<file path="config.mk">
export PLATFORM = sky130hd
export DESIGN_NAME = multdiv_sequencer_flat
export DESIGN_NICKNAME = d
export VERILOG_FILES = /design/src/rtl/multdiv_sequencer_if.sv /design/src/rtl/multdiv_sequencer.sv /design/src/flat_wrapper.sv
export SDC_FILE = /design/constraint.sdc
export NUM_CORES = 1
export LEC_CHECK = 0
export CELL_PAD_IN_SITES_DETAIL_PLACEMENT = 1
export CELL_PAD_IN_SITES_GLOBAL_PLACEMENT = 2
export CORE_MARGIN = 5
export CORE_UTILIZATION = 27
export DETAILED_ROUTE_END_ITERATION = 8
export PLACE_DENSITY = 0.76
export SLEW_MARGIN = 15
export SYNTH_ARGS = -nofsm -noshare
export SYNTH_HDL_FRONTEND = slang
export SYNTH_SLANG_ARGS = --single-unit
</file>
<file path="constraint.sdc">
create_clock -name clock -period 2.75 [get_ports clock]
set_clock_uncertainty 0.1 [all_clocks]
set_input_delay 0.55 -clock clock [delete_from_list [all_inputs] [get_ports clock]]
set_output_delay 0.55 -clock clock [all_outputs]
set_load 0.01 [all_outputs]
</file>
<file path="src/rtl/multdiv_sequencer_if.sv">
// Signal bundle between the execute stage, multdiv_sequencer and the multdiv unit.
// slave = the sequencer; master = its environment (requesting pipeline plus multdiv unit).
interface multdiv_sequencer_if #(
  parameter int WIDTH = 32,
  parameter int TAG_W = 5
);
  logic             start_mult;
  logic             start_div;
  logic [WIDTH-1:0] operand_a;
  logic [WIDTH-1:0] operand_b;
  logic [TAG_W-1:0] dest_tag;
  logic             flush;
  logic             stall;
  logic             result_valid;
  logic [WIDTH-1:0] result;
  logic             result_exception;
  logic [TAG_W-1:0] result_tag;
  logic             md_ctrl_mult;
  logic             md_ctrl_div;
  logic [WIDTH-1:0] md_operand_a;
  logic [WIDTH-1:0] md_operand_b;
  logic [WIDTH-1:0] md_result;
  logic             md_exception;
  logic             md_resultRDY;

  modport master (
    output start_mult, start_div, operand_a, operand_b, dest_tag, flush,
    output md_result, md_exception, md_resultRDY,
    input  stall, result_valid, result, result_exception, result_tag,
    input  md_ctrl_mult, md_ctrl_div, md_operand_a, md_operand_b
  );

  modport slave (
    input  start_mult, start_div, operand_a, operand_b, dest_tag, flush,
    input  md_result, md_exception, md_resultRDY,
    output stall, result_valid, result, result_exception, result_tag,
    output md_ctrl_mult, md_ctrl_div, md_operand_a, md_operand_b
  );
endinterface

</file>
<file path="src/rtl/multdiv_sequencer.sv">
// Runs one multi-cycle multiply/divide for the execute stage: issue pulse, wait with
// timeout, return result/exception/tag, hold the pipeline and absorb flushes.
//
// state | meaning
// IDLE  | no op in flight, accepting start_mult/start_div
// ISSUE | ctrl pulse to multdiv this cycle, counter cleared
// WAIT  | counting until md_resultRDY or timeout
// DONE  | result_valid pulse, pipeline released
// DRAIN | flushed op still running in multdiv; its result is discarded
module multdiv_sequencer #(
  parameter int WIDTH      = 32,
  parameter int TAG_W      = 5,
  parameter int MAX_CYCLES = 40
) (
  input logic                clock,
  input logic                reset,
  multdiv_sequencer_if.slave bus
);
  localparam int CNT_W = $clog2(MAX_CYCLES + 1);
  localparam logic [CNT_W-1:0] CNT_LAST = CNT_W'(MAX_CYCLES - 1);
  localparam logic [CNT_W-1:0] CNT_MAX  = CNT_W'(MAX_CYCLES);

  typedef enum logic [2:0] {S_IDLE, S_ISSUE, S_WAIT, S_DONE, S_DRAIN} state_t;

  state_t           state_q;
  logic [CNT_W-1:0] cnt_q;
  logic [CNT_W-1:0] cnt_d;
  logic             timeout_w;
  logic             start_w;
  logic             ctrl_mult_q;
  logic             ctrl_div_q;
  logic [WIDTH-1:0] opa_q;
  logic [WIDTH-1:0] opb_q;
  logic [TAG_W-1:0] tag_q;
  logic             valid_q;
  logic [WIDTH-1:0] res_q;
  logic             exc_q;
  logic [TAG_W-1:0] rtag_q;

  assign start_w = bus.start_mult | bus.start_div;

  always_comb begin
    cnt_d     = (cnt_q == CNT_MAX) ? cnt_q : cnt_q + CNT_W'(1);
    timeout_w = (cnt_q == CNT_LAST);
  end

  always_ff @(posedge clock or negedge reset) begin
    if (!reset) begin
      state_q     <= S_IDLE;
      cnt_q       <= '0;
      ctrl_mult_q <= 1'b0;
      ctrl_div_q  <= 1'b0;
      opa_q       <= '0;
      opb_q       <= '0;
      tag_q       <= '0;
      valid_q     <= 1'b0;
      res_q       <= '0;
      exc_q       <= 1'b0;
      rtag_q      <= '0;
    end else begin
      ctrl_mult_q <= 1'b0;
      ctrl_div_q  <= 1'b0;
      valid_q     <= 1'b0;
      case (state_q)
        S_IDLE: begin
          if (start_w && !bus.flush) begin
            opa_q       <= bus.operand_a;
            opb_q       <= bus.operand_b;
            tag_q       <= bus.dest_tag;
            // multiply wins when both are requested together
            ctrl_mult_q <= bus.start_mult;
            ctrl_div_q  <= !bus.start_mult;
            state_q     <= S_ISSUE;
          end
        end
        S_ISSUE: begin
          cnt_q   <= '0;
          state_q <= bus.flush ? S_DRAIN : S_WAIT;
        end
        S_WAIT: begin
          cnt_q <= cnt_d;
          if (bus.md_resultRDY || timeout_w) begin
            if (bus.flush) begin
              state_q <= S_IDLE;
            end else begin
              res_q   <= bus.md_resultRDY ? bus.md_result : '0;
              exc_q   <= bus.md_resultRDY ? bus.md_exception : 1'b1;
              rtag_q  <= tag_q;
              valid_q <= 1'b1;
              state_q <= S_DONE;
            end
          end else if (bus.flush) begin
            state_q <= S_DRAIN;
          end
        end
        S_DONE: state_q <= S_IDLE;
        S_DRAIN: begin
          cnt_q <= cnt_d;
          if (bus.md_resultRDY || timeout_w) state_q <= S_IDLE;
        end
        default: state_q <= S_IDLE;
      endcase
    end
  end

  // combinational so the requester freezes in the same cycle it asks
  assign bus.stall = (state_q == S_ISSUE) || (state_q == S_WAIT) ||
                     ((state_q == S_IDLE) && start_w && !bus.flush) ||
                     ((state_q == S_DRAIN) && start_w);

  assign bus.md_ctrl_mult     = ctrl_mult_q;
  assign bus.md_ctrl_div      = ctrl_div_q;
  assign bus.md_operand_a     = opa_q;
  assign bus.md_operand_b     = opb_q;
  assign bus.result_valid     = valid_q;
  assign bus.result           = res_q;
  assign bus.result_exception = exc_q;
  assign bus.result_tag       = rtag_q;
endmodule

</file>
<file path="src/flat_wrapper.sv">
// flat-port wrapper written by rule: the top's interface ports become plain ports
module multdiv_sequencer_flat 
#(
  parameter int WIDTH      = 32,
  parameter int TAG_W      = 5,
  parameter int MAX_CYCLES = 40
)
  (clock, reset, bus_start_mult, bus_start_div, bus_operand_a, bus_operand_b, bus_dest_tag, bus_flush, bus_md_result, bus_md_exception, bus_md_resultRDY, bus_stall, bus_result_valid, bus_result, bus_result_exception, bus_result_tag, bus_md_ctrl_mult, bus_md_ctrl_div, bus_md_operand_a, bus_md_operand_b);
  multdiv_sequencer_if #(.WIDTH(WIDTH), .TAG_W(TAG_W)) bus_i ();
  input logic clock;
  input logic reset;
  input wire logic [$bits(bus_i.start_mult)-1:0] bus_start_mult;
  input wire logic [$bits(bus_i.start_div)-1:0] bus_start_div;
  input wire logic [$bits(bus_i.operand_a)-1:0] bus_operand_a;
  input wire logic [$bits(bus_i.operand_b)-1:0] bus_operand_b;
  input wire logic [$bits(bus_i.dest_tag)-1:0] bus_dest_tag;
  input wire logic [$bits(bus_i.flush)-1:0] bus_flush;
  input wire logic [$bits(bus_i.md_result)-1:0] bus_md_result;
  input wire logic [$bits(bus_i.md_exception)-1:0] bus_md_exception;
  input wire logic [$bits(bus_i.md_resultRDY)-1:0] bus_md_resultRDY;
  output wire logic [$bits(bus_i.stall)-1:0] bus_stall;
  output wire logic [$bits(bus_i.result_valid)-1:0] bus_result_valid;
  output wire logic [$bits(bus_i.result)-1:0] bus_result;
  output wire logic [$bits(bus_i.result_exception)-1:0] bus_result_exception;
  output wire logic [$bits(bus_i.result_tag)-1:0] bus_result_tag;
  output wire logic [$bits(bus_i.md_ctrl_mult)-1:0] bus_md_ctrl_mult;
  output wire logic [$bits(bus_i.md_ctrl_div)-1:0] bus_md_ctrl_div;
  output wire logic [$bits(bus_i.md_operand_a)-1:0] bus_md_operand_a;
  output wire logic [$bits(bus_i.md_operand_b)-1:0] bus_md_operand_b;
  assign bus_i.start_mult = bus_start_mult;
  assign bus_i.start_div = bus_start_div;
  assign bus_i.operand_a = bus_operand_a;
  assign bus_i.operand_b = bus_operand_b;
  assign bus_i.dest_tag = bus_dest_tag;
  assign bus_i.flush = bus_flush;
  assign bus_i.md_result = bus_md_result;
  assign bus_i.md_exception = bus_md_exception;
  assign bus_i.md_resultRDY = bus_md_resultRDY;
  assign bus_stall = bus_i.stall;
  assign bus_result_valid = bus_i.result_valid;
  assign bus_result = bus_i.result;
  assign bus_result_exception = bus_i.result_exception;
  assign bus_result_tag = bus_i.result_tag;
  assign bus_md_ctrl_mult = bus_i.md_ctrl_mult;
  assign bus_md_ctrl_div = bus_i.md_ctrl_div;
  assign bus_md_operand_a = bus_i.md_operand_a;
  assign bus_md_operand_b = bus_i.md_operand_b;
  multdiv_sequencer #(.WIDTH(WIDTH), .TAG_W(TAG_W), .MAX_CYCLES(MAX_CYCLES)) u_core (.clock(clock), .reset(reset), .bus(bus_i));
endmodule
</file>
==> flow_summary.toml, run 1 <==
[global_route]
grt-ovfl-total = 0
grt_max_degree = 55
antenna_found_initial = 0
grtUsageTotal = 0.139
grt_pass1_vias = 3914
grt_pass1_wl_um = 22200

[synthesis]
synth_top_area_share = 0.613
synthXorXnorAreaFrac = 0.00721
synth_top_family_by_area = "multiplexers"
synthTopCellsByCount = "dfrtp_1, mux2_4, a22o_1, nor2_1"
synth_cells = 306
synth_edf_count = 0
synth-simple-area-share = 0.0343
ys.flop_type = "dfrtp_1"
syn-cell-area_um2 = 4860
synth.most_common_cell = "dfrtp_1"
ys_seq_area_frac = 0.613
synth_area_leaders = "dfrtp_1, mux2_4, a22o_1"
synth_compound_area_frac = 0.0781
ys_types = 34
synthAdderAreaFrac = 0.00721
synth_top_area_cell = "dfrtp_1"
synth.net_count = 416
ys_warn_count = 0
postSynth.asyncResetShare = 1.00
synthMuxAreaShare = 0.229
avgSynthCellArea_um2 = 15.9
ys_seq_elements = 119

[power]
p_per_area_nw_per_um2 = 1200
leakagePower_uw = 0.00355
p_sw_frac = 0.293
clkPwrFrac = 0.250
pwr-share-seq = 0.323
internal-power_uw = 6740
p_comb_frac = 0.427
p_switching_uw = 2800
peakVddDrop_v = 0.000444

[clocking]
cts_made_buffers = 17
clock-root-buffer = "clkbuf_16"
cts_buffer_depth = 2
htreeDepth = 4
clkLatencyLatePin_ns = 0.41
numClockSinks = 119
cts_tree = "built"
post-cts-setup-buffers = 0
clk_pin_slew_ns = 0.06

[critical_path]
cp_max_fo = 2
crit_type = "in2out"
startpoint = "bus_start_mult"
cp.required_ns = 2.10
cp_slowest_stage_delay_ns = 0.48
critical-path-top-delay-family = "buffers and inverters"
path_buf_inv = 2
cp_slowest_cell = "clkdlybuf4s50_1"
worstPathCellList = "clkdlybuf4s50_1, nor2_1, or3_1, o22ai_1, dlygate4sd2_1"
cp-end-kind = "primary output"
worstSetupStartpointType = "input port"
critPathArrivalTime_ns = 1.84
r2r_start = "u_core.state_q[0]$_DFFE_PN0P_"

[layout]
area_growth_pct = 63.8
fin_util = 0.446
fin_nets = 647
fin_area_um2 = 7960
drive_above_1_share = 0.224
diodes = 0

[sta]
slew_headroom = 0.676
whs_ns = 0.404
hold_viol = 0
drv_slew = 0
worst_slack_ns = 0.259
fin_crit_sh = 0.906
fmax_mhz = 401
tightest_slew_ns = 0.479
rsz0062_at_grt = "false"
setup_viol = 0
finalCriticalPeriod_ns = 2.49

[flow_run]
maxCapViolCount = 0

[run_status]
status = "completed"

[placed_design]
dp_slack_ns = -0.0428
placed_area_um2 = 7310
io_buffers = 213
dpl.hpwl_um = 10800
gp_congestion = 0.769

[floorplanning]
die_area_um2 = 20800
start_util = 0.272
die_y_um = 144
rows = 49
io_pins = 214
fp.dieW_um = 144
coreArea_um2 = 17800

[routing]
final_antenna_net_count = 0
drt-total-wl_um = 14400
wl_per_cell_um = 18.5
viasPerCell = 4.37
drt_iter0_drc = 134
dr.pass1.iters = 6
via_count = 3407
drc_errors = 0

[worst_hold_path]
hold_class = "reg2reg"
holdCritStartpoint = "u_core.tag_q[0]$_DFFE_PN0P_"
[path summary, 6_finish.rpt]
check                                                           to  slack (ns)  depth (start not counted)
max                                                      bus_stall        0.26                          5
min                           u_core.bus.result_tag[0]$_DFFE_PN0P_        0.40                          1
max reg2reg                u_core.bus.md_operand_b[12]$_DFFE_PN0P_        0.67                          5
min reg2reg                   u_core.bus.result_tag[0]$_DFFE_PN0P_        0.40                          1
max in group asynchronous        u_core.bus.result[26]$_DFFE_PN0P_        1.33                          3
min in group asynchronous  u_core.bus.md_operand_b[22]$_DFFE_PN0P_        0.53                          2
[what timing repair did]
action                                  4_1_cts  5_1_grt
gates resized for setup                       1        0
hold endpoints to repair                     32        0
hold buffers                                  1        0
endpoints found under the setup margin        1        0
[state kept, by name, summed over array words and instances (netlist names)]
register and cells:
u_core.bus.md_operand_b 32, u_core.tag_q 5, u_core.bus.result_tag 5, u_core.bus.result_valid 1, u_core.bus.md_ctrl_div 1, u_core.bus.result_exception 1
u_core.cnt_q 6, u_core.bus.md_operand_a 32, u_core.bus.md_ctrl_mult 1, u_core.bus.result 32, u_core.state_q 3
[metal layers]
| layer | wire [um] | global-route usage |
|---|---|---|
| met4 | 140 | 0.0431 |
| met5 | 0 | 0 |
| met3 | 1310 | 0.0513 |
| met1 | 5830 | 0.167 |
| met2 | 7130 | 0.233 |
[cell usage in the layout, fill, tap and decap left out, drive strengths merged]
| cell | count |
|---|---|
| a211oi | 1 |
| a21oi | 5 |
| a22o | 32 |
| a2bb2oi | 1 |
| and2 | 1 |
| buf | 17 |
| bufinv | 4 |
| clkbuf | 19 |
| clkdlybuf4s50 | 211 |
| clkinv | 6 |
| clkinvlp | 2 |
| dfrtp | 119 |
| dlygate4sd2 | 1 |
| dlygate4sd3 | 1 |
| ha | 2 |
| inv | 7 |
| maj3 | 1 |
| mux2 | 74 |
| mux2i | 2 |
| nand2 | 7 |
| nand2b | 3 |
| nand3b | 1 |
| nor2 | 9 |
| nor2b | 1 |
| nor3 | 2 |
| nor3b | 1 |
| nor4 | 2 |
| nor4b | 1 |
| nor4bb | 1 |
| o21ai | 5 |
| o22ai | 1 |
| o311ai | 1 |
| o32ai | 1 |
| o41ai | 1 |
| or3 | 3 |
| xnor2 | 4 |
[power groups by stage]
| stage | Combinational, uW | Sequential, uW | Clock [uW] |
|---|---|---|---|
| finish | 4080 | 3080 | 2390 |
| global placement | 4060 | 3060 | 0 |
| global route | 4340 | 3190 | 2530 |
| floorplan | 1750 | 3360 | 0 |
| detailed placement | 4150 | 3090 | 0 |
| CTS | 4160 | 3090 | 2460 |
[stage by stage]
| stage | instances | power [uW] | TNS (ns) |
|---|---|---|---|
| 2_1_floorplan | 306 | 5100 | 0 |
| 3_3_place_gp | 746 | 7120 | -0.0306 |
| 3_5_place_dp | 746 | 7240 | -0.0428 |
| 4_1_cts | 779 | 9710 | 0 |
| 5_1_grt | 779 | 10100 | 0 |
| 6_report | 779 | 9540 | 0 |
[logic make-up (layout without fill, tap and decap cells)]
group / after synthesis / count (layout)
AND/OR/NAND/NOR: 32 / 32
buffers and inverters: 24 / 268
AO/OA/AOI/OAI: 48 / 48
adder cells (fa/ha/maj): 3 / 3
flip-flops: 119 / 119
multiplexers: 76 / 76
XOR/XNOR: 4 / 4
[cell type report]
| class | instances | area (um^2) |
|---|---|---|
| fill | 1823 | 9890 |
| sequential | 119 | 2980 |
| timing repair buffer | 230 | 2300 |
| multi-input combinational | 163 | 1730 |
| clock buffer | 19 | 443 |
| tap | 229 | 287 |
| clock inverter | 13 | 196 |
| inverter | 6 | 22.5 |
Note: power is estimated with default switching activity, not from simulation.
==> run 2: changes to the inputs <==
Settings changed: SLEW_MARGIN 15 to 20.
==> results of run 2 <==
Final layout, timing and power as in run 1 (identical DEF).
